`src/rtl/muldiv_if.sv`:
```
// Decoder/regfile-side bundle for the HI/LO multiply-divide unit.
// The unit itself connects through the slave modport; the E-stage side uses master.
interface muldiv_if #(parameter int DATA_W = 32);
    logic              op_mult;
    logic              op_multu;
    logic              op_div;
    logic              op_divu;
    logic [DATA_W-1:0] src_a;
    logic [DATA_W-1:0] src_b;
    logic              mthi;
    logic              mtlo;
    logic [DATA_W-1:0] wdata;
    logic              flush;
    logic [DATA_W-1:0] hi;
    logic [DATA_W-1:0] lo;
    logic              busy;
    logic              stall;

    modport master (
        output op_mult, op_multu, op_div, op_divu, src_a, src_b,
               mthi, mtlo, wdata, flush,
        input  hi, lo, busy, stall
    );

    modport slave (
        input  op_mult, op_multu, op_div, op_divu, src_a, src_b,
               mthi, mtlo, wdata, flush,
        output hi, lo, busy, stall
    );
endinterface

```
`src/rtl/muldiv_ctrl.sv`:
```
// HI/LO multiply-divide unit: single-cycle multiply, 32-step restoring divide,
// MTHI/MTLO writes and pipeline stall generation.
module muldiv_ctrl #(
    parameter int DATA_W = 32
) (
    input  logic   clk,
    input  logic   resetn,
    muldiv_if.slave bus
);
    localparam int CNT_W = $clog2(DATA_W) + 1;

    typedef enum logic [1:0] {
        IDLE = 2'b00,
        MUL  = 2'b01,
        DIV  = 2'b10
    } state_t;

    state_t              state_q, state_d;
    logic                busy_q, busy_d;
    logic [DATA_W-1:0]   hi_q, hi_d, lo_q, lo_d;
    logic [DATA_W-1:0]   a_q, a_d, b_q, b_d;
    logic [DATA_W-1:0]   rem_q, rem_d, quo_q, quo_d, dvs_q, dvs_d;
    logic [CNT_W-1:0]    cnt_q, cnt_d;
    logic                sgn_q, sgn_d;

    logic                start_any, accept, start_sgn, take;
    logic [DATA_W:0]     rem_sh, diff;
    logic [DATA_W-1:0]   rem_step, quo_step;
    logic signed [2*DATA_W-1:0] ext_a, ext_b, prod;

    function automatic logic [DATA_W-1:0] cond_neg(input logic [DATA_W-1:0] v, input logic en);
        return en ? -v : v;
    endfunction

    always_comb begin
        start_any = bus.op_mult | bus.op_multu | bus.op_div | bus.op_divu;
        accept    = (state_q == IDLE) && start_any && !bus.flush;
        // Priority mult > multu > div > divu decides signedness on multi-hot starts.
        start_sgn = bus.op_mult | (~bus.op_multu & bus.op_div);

        // Borrow out of the 33-bit subtract means the shifted remainder was smaller.
        rem_sh   = {rem_q, quo_q[DATA_W-1]};
        diff     = rem_sh - {1'b0, dvs_q};
        take     = ~diff[DATA_W];
        rem_step = take ? diff[DATA_W-1:0] : rem_sh[DATA_W-1:0];
        quo_step = {quo_q[DATA_W-2:0], take};

        ext_a = {{DATA_W{sgn_q & a_q[DATA_W-1]}}, a_q};
        ext_b = {{DATA_W{sgn_q & b_q[DATA_W-1]}}, b_q};
        prod  = ext_a * ext_b;
    end

    always_comb begin
        state_d = state_q;
        hi_d    = hi_q;
        lo_d    = lo_q;
        a_d     = a_q;
        b_d     = b_q;
        sgn_d   = sgn_q;
        rem_d   = rem_q;
        quo_d   = quo_q;
        dvs_d   = dvs_q;
        cnt_d   = cnt_q;

        case (state_q)
            IDLE: begin
                if (accept) begin
                    state_d = (bus.op_mult | bus.op_multu) ? MUL : DIV;
                    a_d     = bus.src_a;
                    b_d     = bus.src_b;
                    sgn_d   = start_sgn;
                    quo_d   = cond_neg(bus.src_a, start_sgn & bus.src_a[DATA_W-1]);
                    dvs_d   = cond_neg(bus.src_b, start_sgn & bus.src_b[DATA_W-1]);
                    rem_d   = '0;
                    cnt_d   = '0;
                end else if (!bus.flush) begin
                    if (bus.mthi) hi_d = bus.wdata;
                    if (bus.mtlo) lo_d = bus.wdata;
                end
            end
            MUL: begin
                state_d = IDLE;
                if (!bus.flush) {hi_d, lo_d} = prod;
            end
            DIV: begin
                if (bus.flush) begin
                    state_d = IDLE;
                end else if (b_q == '0) begin
                    state_d = IDLE;
                    hi_d    = a_q;
                    lo_d    = '1;
                end else begin
                    rem_d = rem_step;
                    quo_d = quo_step;
                    cnt_d = cnt_q + 1'b1;
                    if (cnt_q == CNT_W'(DATA_W - 1)) begin
                        state_d = IDLE;
                        lo_d    = cond_neg(quo_step, sgn_q & (a_q[DATA_W-1] ^ b_q[DATA_W-1]));
                        hi_d    = cond_neg(rem_step, sgn_q & a_q[DATA_W-1]);
                    end
                end
            end
            default: state_d = IDLE;
        endcase

        busy_d = (state_d != IDLE);
    end

    always_ff @(posedge clk or negedge resetn) begin
        if (!resetn) begin
            state_q <= IDLE;
            busy_q  <= 1'b0;
            hi_q    <= '0;
            lo_q    <= '0;
            a_q     <= '0;
            b_q     <= '0;
            sgn_q   <= 1'b0;
            rem_q   <= '0;
            quo_q   <= '0;
            dvs_q   <= '0;
            cnt_q   <= '0;
        end else begin
            state_q <= state_d;
            busy_q  <= busy_d;
            hi_q    <= hi_d;
            lo_q    <= lo_d;
            a_q     <= a_d;
            b_q     <= b_d;
            sgn_q   <= sgn_d;
            rem_q   <= rem_d;
            quo_q   <= quo_d;
            dvs_q   <= dvs_d;
            cnt_q   <= cnt_d;
        end
    end

    assign bus.hi    = hi_q;
    assign bus.lo    = lo_q;
    assign bus.busy  = busy_q;
    assign bus.stall = busy_q | (start_any & ~bus.flush);

endmodule

```
`src/flat_wrapper.sv`:
```
// flat-port wrapper written by rule: the top's interface ports become plain ports
module muldiv_ctrl_flat 
#(
    parameter int DATA_W = 32
)
  (clk, resetn, bus_op_mult, bus_op_multu, bus_op_div, bus_op_divu, bus_src_a, bus_src_b, bus_mthi, bus_mtlo, bus_wdata, bus_flush, bus_hi, bus_lo, bus_busy, bus_stall);
  muldiv_if #(.DATA_W(DATA_W)) bus_i ();
  input  logic clk;
  input  logic resetn;
  input wire logic [$bits(bus_i.op_mult)-1:0] bus_op_mult;
  input wire logic [$bits(bus_i.op_multu)-1:0] bus_op_multu;
  input wire logic [$bits(bus_i.op_div)-1:0] bus_op_div;
  input wire logic [$bits(bus_i.op_divu)-1:0] bus_op_divu;
  input wire logic [$bits(bus_i.src_a)-1:0] bus_src_a;
  input wire logic [$bits(bus_i.src_b)-1:0] bus_src_b;
  input wire logic [$bits(bus_i.mthi)-1:0] bus_mthi;
  input wire logic [$bits(bus_i.mtlo)-1:0] bus_mtlo;
  input wire logic [$bits(bus_i.wdata)-1:0] bus_wdata;
  input wire logic [$bits(bus_i.flush)-1:0] bus_flush;
  output wire logic [$bits(bus_i.hi)-1:0] bus_hi;
  output wire logic [$bits(bus_i.lo)-1:0] bus_lo;
  output wire logic [$bits(bus_i.busy)-1:0] bus_busy;
  output wire logic [$bits(bus_i.stall)-1:0] bus_stall;
  assign bus_i.op_mult = bus_op_mult;
  assign bus_i.op_multu = bus_op_multu;
  assign bus_i.op_div = bus_op_div;
  assign bus_i.op_divu = bus_op_divu;
  assign bus_i.src_a = bus_src_a;
  assign bus_i.src_b = bus_src_b;
  assign bus_i.mthi = bus_mthi;
  assign bus_i.mtlo = bus_mtlo;
  assign bus_i.wdata = bus_wdata;
  assign bus_i.flush = bus_flush;
  assign bus_hi = bus_i.hi;
  assign bus_lo = bus_i.lo;
  assign bus_busy = bus_i.busy;
  assign bus_stall = bus_i.stall;
  muldiv_ctrl #(.DATA_W(DATA_W)) u_core (.clk(clk), .resetn(resetn), .bus(bus_i));
endmodule
```
`config.mk`:
```
export PLATFORM = sky130hd
export DESIGN_NAME = muldiv_ctrl_flat
export DESIGN_NICKNAME = d
export VERILOG_FILES = /design/src/rtl/muldiv_if.sv /design/src/rtl/muldiv_ctrl.sv /design/src/flat_wrapper.sv
export SDC_FILE = /design/constraint.sdc
export NUM_CORES = 2
export LEC_CHECK = 0
export ABC_CLOCK_PERIOD_IN_PS = 9800
export BUFFER_PORTS_ARGS = -buffer_cell sky130_fd_sc_hd__clkbuf_2
export CAP_MARGIN = 10
export CORE_AREA = 2 2 352 249
export CTS_CLUSTER_DIAMETER = 150
export DETAILED_ROUTE_END_ITERATION = 6
export DIE_AREA = 0 0 354 251
export PLACE_DENSITY = 0.79
export SYNTH_ARGS = -nofsm -noshare
export SYNTH_HDL_FRONTEND = slang
export SYNTH_SLANG_ARGS = --single-unit
```
`constraint.sdc`:
```
create_clock -name clk -period 9.8 [get_ports clk]
set_input_delay 0.98 -clock clk [delete_from_list [all_inputs] [get_ports clk]]
set_output_delay 0.98 -clock clk [all_outputs]
set_load 0.02 [all_outputs]
```
# Yosys cells after proc, flatten, opt, wreduce, memory -nomap -nowiden
# Index checks and enable logic that the tools add are counted.
dict set report op_classes {
  addsub 6
  mul 1
  div_mod_pow 0
  n_lt_le_gt_ge 0
  n_eq_ne 12
  shifts 0
  muxes 39
  bitwise 16
  n_reduce_logical 12
}
# operator n
set op_table {}
lappend op_table {{32-bit two-way mux} 25}
lappend op_table {{32-bit case mux with 3 select lines} 2}
lappend op_table {{32-bit negator} 4}
lappend op_table {{32-bit case mux with 2 select lines} 2}
lappend op_table {{33-bit by 33-bit multiplier with 64-bit output} 1}
lappend op_table {{33-bit by 32-bit subtractor with 33-bit output} 1}
lappend op_table {{32-bit zero test} 1}
lappend op_table {{6-bit two-way mux} 3}
lappend op_table {{2-bit != test, second input constant} 7}
lappend op_table {{7-bit AND reduction} 2}
lappend op_table {{6-bit case mux with 2 select lines} 1}
lappend op_table {{2-bit two-way mux} 5}
lappend op_table {{1-bit AND} 7}
lappend op_table {{6-bit by 1-bit adder with 6-bit output, second input constant} 1}
lappend op_table {{6-bit by 5-bit equality test with 1-bit output, second input constant} 1}
lappend op_table {{1-bit bitwise OR} 5}
lappend op_table {{2-bit case mux with 2 select lines} 1}
lappend op_table {{4-bit AND reduction} 1}
lappend op_table {{2-bit nonzero test} 2}
lappend op_table {{3-bit by 1-bit != test with 1-bit output, second input constant} 1}
lappend op_table {{1-bit inverter} 3}
lappend op_table {{3-bit nonzero test} 1}
lappend op_table {{2-bit by 1-bit equality test with 1-bit output, second input constant} 1}
lappend op_table {{2-bit equality test, second input constant} 1}
lappend op_table {{6 further kinds} 7}
dict set report totals {
  regBits 234
  latchBits 0
  ramBits 0
  mem_bits_ro 0
  out_inout_bits 66
  mem_count 0
}

# Longest topological paths before layout
dict set report depth {
  word_depth 8
  depth_mapped 35
}

# Worst setup path before layout
# Ideal clock, no wire load.
dict set report synth_path {
  path_kind {reg-to-reg}
  startpoint {register u_core.a_q[31]}
  endpoint {register u_core.hi_q[31], in the netlist u_core.bus.hi[31]}
  setup_time_ps 131
  arrival_time_ps 8663
  t_required_ps 9669
  path_slack_ps 1006
  stages_incl_launch_ff 34
  synth_period_minus_slack_ps 8794
  cell_sequence {dfrtp_1 > clkbuf_1 > and2_1 > clkbuf_1 > clkbuf_1 > buf_1 > nand2_1 > inv_1 > fa_1 > fa_1 > fa_1 > inv_1 > fa_1 > inv_1 > fa_1 > fa_1 > fa_1 > inv_1 > fa_1 > inv_1 > ha_1 > clkbuf_1 > a21oi_1 > o21ai_0 > a21oi_1 > o21bai_1 > a2111oi_0 > o21ai_0 > o41ai_1 > o21ai_0 > a21oi_1 > xnor2_1 > a221oi_1 > o22ai_1}
}
dict set report synth_via {
  elab_chain_len 6
  elab_cells_between_ends 8
}
# element line
set synth_lines {}
lappend synth_lines {{start: declaration} muldiv_ctrl.sv:21} ;# logic [DATA_W-1:0] a_q, a_d, b_q, b_d;
lappend synth_lines {{start signal: assignment} muldiv_ctrl.sv:115} ;# a_q <= '0;
lappend synth_lines {{start signal: assignment} muldiv_ctrl.sv:127} ;# a_q <= a_d;
lappend synth_lines {{branches (longest 5 deep; another with 33-bit by 33-bit multiplier with 64-bit output)} --}
lappend synth_lines {{32-bit case mux with 3 select lines *} muldiv_ctrl.sv:65} ;# case (state_q)
lappend synth_lines {{end signal: assignment} muldiv_ctrl.sv:125} ;# hi_q <= hi_d;
lappend synth_lines {{end: declaration} muldiv_ctrl.sv:20} ;# logic [DATA_W-1:0] hi_q, hi_d, lo_q, lo_d;
# Mark *: on every way between the ends. The select of a mux whose other input is x is not followed.
# A chain may end at the register's enable or synchronous reset.

# Worst setup path after layout
dict set report layout_path {
  startpoint {register u_core.a_q[13]}
  endpoint {register u_core.hi_q[30], in the netlist u_core.bus.hi[30]}
}
dict set report layout_via {
  elab_chain_len 3
}
# element line
set layout_lines {}
lappend layout_lines {{33-bit by 33-bit multiplier with 64-bit output} muldiv_ctrl.sv:50} ;# prod = ext_a * ext_b;
lappend layout_lines {{32-bit two-way mux} muldiv_ctrl.sv:83} ;# if (!bus.flush) {hi_d, lo_d} = prod;
lappend layout_lines {{32-bit case mux with 3 select lines} muldiv_ctrl.sv:65}
# No other way between the ends. The select of a mux whose other input is x is not followed.

==> impl_metrics.toml <==
[sta]
tightest_slew_ps = 1240
finalCriticalPeriod_ps = 9390
slew_viol_final = 0
rsz0062_at_grt = "no"
fmax_ghz = 0.107
fin_ws_ps = 414
relSlewSlack = 0.169
finalSetupViolCount = 0
hold_viol = 0
fin_tns_setup_ps = 0
period_share = 0.958
fin_skew_ps = 47.7

[setup_path]
cp_data_arrival_time_ps = 9920
cp_slowest_stage_delay_ps = 1030
cp_slowest_cell = "dfrtp_1"
worst_setup_path_start_kind = "flop"
reg2reg_slack_ps = 410
crit_required_ps = 10330
rr_endpoint = "u_core.bus.hi[30]"
crit_fanout = 17
r2r_start = "u_core.a_q[13]"
end_kind = "flop"
critPathKind = "flop to flop"
worstRegToRegCells = 27
cp_common_cell = "fa_1"

[floorplanning]
die_h_um = 251
die_area_sq_um = 88900
io_pins = 171
core_sq_um = 85600
start_util = 0.624
die_x_um = 354
rows = 90

[logic_synthesis]
yosys_register_bits = 233
synth.top_cell.area_share = 0.422
synth.distinct_cells = 79
async_flop_share = 1.00
synth.mux.area_fraction = 0.00647
synth-simple-area-share = 0.164
synth_edf_count = 0
ys_seq_area_frac = 0.109
ys_top_cells_by_area = "fa_1 (42%), dfrtp_1 (11%), inv_1 (8.4%)"
netlist_instances = 6131
synth_area_sq_um = 53400
yosys.area_share.xor_xnor = 0.0344
synth.largest_area_cell = "fa_1"
synth_top_family_by_area = "adder cells"
synth_compound_area_frac = 0.0924
yosysWarnings = 0
synth_fa_ha_area_frac = 0.482
avgSynthCellArea_sq_um = 8.71
synth_nets = 7616
ys.flop_type = "dfrtp_1"

[detailed_routing]
antenna_left = 0
drt-pass1-iter-count = 7
drc = 1
via_count = 44000
drt_wl_total_mm = 168
drt-initial-drc-count = 5252
vias_per_cell = 6.06
wl_per_cell_um = 23.1

[clock_tree]
postCtsSetupRepairBufs = 0
cts_tree = "built"
ctsHoldBuffers = 0
path_clk_slew_ps = 70
htreeDepth = 1
cts_root_buf = "clkbuf_16"
cts.sinks = 233
cts_resized = 0
insertion_delay_ps = 620
clock_path_buffers = 3
numCtsBuffers = 27

[run]
maxCapViolCount = 0

[outcome]
violations = "design-rule violations"
status = "finished, violations left"

[place]
port_buffers = 170
hpwl_mm = 136
gp_congestion = 1.03
place_area_sq_um = 55300
pre_cts_slack_ps = 601

[grt]
overflow = 0
grt_first_pass_wirelength_mm = 264
grt_pass1_vias = 44700
grtUsageTotal = 0.388
grt_max_degree = 104
antenna_found_initial = 11

[final_layout]
design_area_sq_um = 56200
drive_above_1_share = 0.0656
final_net_count = 7561
area_growth_pct = 5.29

[worst_hold_path]
hold_class = "primary input to asynchronous set/reset pin"
[synthesized netlist by cell type, drive strengths merged, types with 13 or more instances]
cell type,n
a211oi,25
a21o,41
a21oi,186
a221oi,48
a22oi,33
a31oi,32
and2,357
and3,29
buf,19
clkbuf,369
dfrtp,233
fa,1126
ha,254
inv,1191
mux2i,30
nand2,1115
nand2b,22
nand3,36
nand4,18
nor2,211
nor2b,14
nor3,39
nor4,34
o211ai,13
o21a,18
o21ai,210
o21bai,17
o31ai,52
or2,14
or3,19
xnor2,120
xor2,90
[worst max path at each step]
| stage | start | endpoint | slack (ps) |
|---|---|---|---|
| global route | u_core.a_q[12] | u_core.bus.hi[29] | 50 |
| global placement | u_core.a_q[17] | u_core.bus.hi[30] | 770 |
| detailed placement | u_core.a_q[14] | u_core.bus.hi[30] | 600 |
| CTS | u_core.a_q[14] | u_core.bus.hi[30] | 620 |
| floorplan | u_core.a_q[31] | u_core.bus.hi[31] | 1010 |
| finish | u_core.a_q[13] | u_core.bus.hi[30] | 410 |
[cell type report]
cell class | instances | area, sq um
Fill cell | 6993 | 29300
Inverter | 1191 | 4470
Clock inverter | 13 | 146
Timing Repair Buffer | 304 | 1940
Tap cell | 1150 | 1440
Antenna cell | 4 | 10.0
Clock buffer | 36 | 759
Sequential cell | 233 | 5830
Multi-Input combinational cell | 4319 | 41600
[state kept, by name (all words and copies together) (netlist names)]
name / flops
u_core.a_q: 32
u_core.b_q: 31
u_core.bus.busy: 1
u_core.bus.hi: 32
u_core.bus.lo: 32
u_core.cnt_q: 6
u_core.dvs_q: 32
u_core.quo_q: 32
u_core.rem_q: 32
u_core.sgn_q: 1
u_core.state_q: 2
[critical path: cells and delay by family, from the launching register on]
| family | cells | cell delay (ps) |
|---|---|---|
| compound gates | 8 | 2050 |
| fa+ha+maj | 9 | 4350 |
| buf+inv | 5 | 510 |
| flops | 1 | 1030 |
| simple gates | 5 | 1390 |
[per-layer routing]
layer  share of wire  GRT usage  vias up
met5        0.000095          0        -
met4           0.052      0.165        4
met3            0.13      0.106      470
met2            0.44      0.576     2818
met1            0.38      0.540    22100
li1                -          -    18500
[logic make-up (layout without fill, tap and decap cells)]
logic type,Yosys count,after routing
buffers and inverters,1579,1544
other,0,4
AO/OA/AOI/OAI,758,758
AND/OR/NAND/NOR,1937,1937
adder cells (fa/ha/maj),1380,1380
flip-flops,233,233
multiplexers,34,34
XOR/XNOR,210,210
[cells in the final DEF (no fill, tap or decap), types with 50 or more instances in the layout]
master	instances
xor2_1	90
nor2_1	209
dfrtp_1	232
and2_1	356
o21ai_0	203
a21oi_1	184
ha_1	253
buf_4	128
fa_1	1126
nand2_1	1114
o31ai_1	50
clkbuf_2	169
xnor2_1	120
inv_1	1191
[per-stage QoR]
step / util / hold slack [ps] / std cells
floorplan: - / 450 / 6131
global placement: 0.646 / 458 / 7197
detailed placement: 0.646 / 468 / 7197
CTS: 0.657 / 452 / 7246
global route: 0.657 / 482 / 7249
finish: 0.657 / 399 / 7250
Power is not shown: default switching activity piles up to over one toggle a cycle in this logic, so the estimate is an artifact.
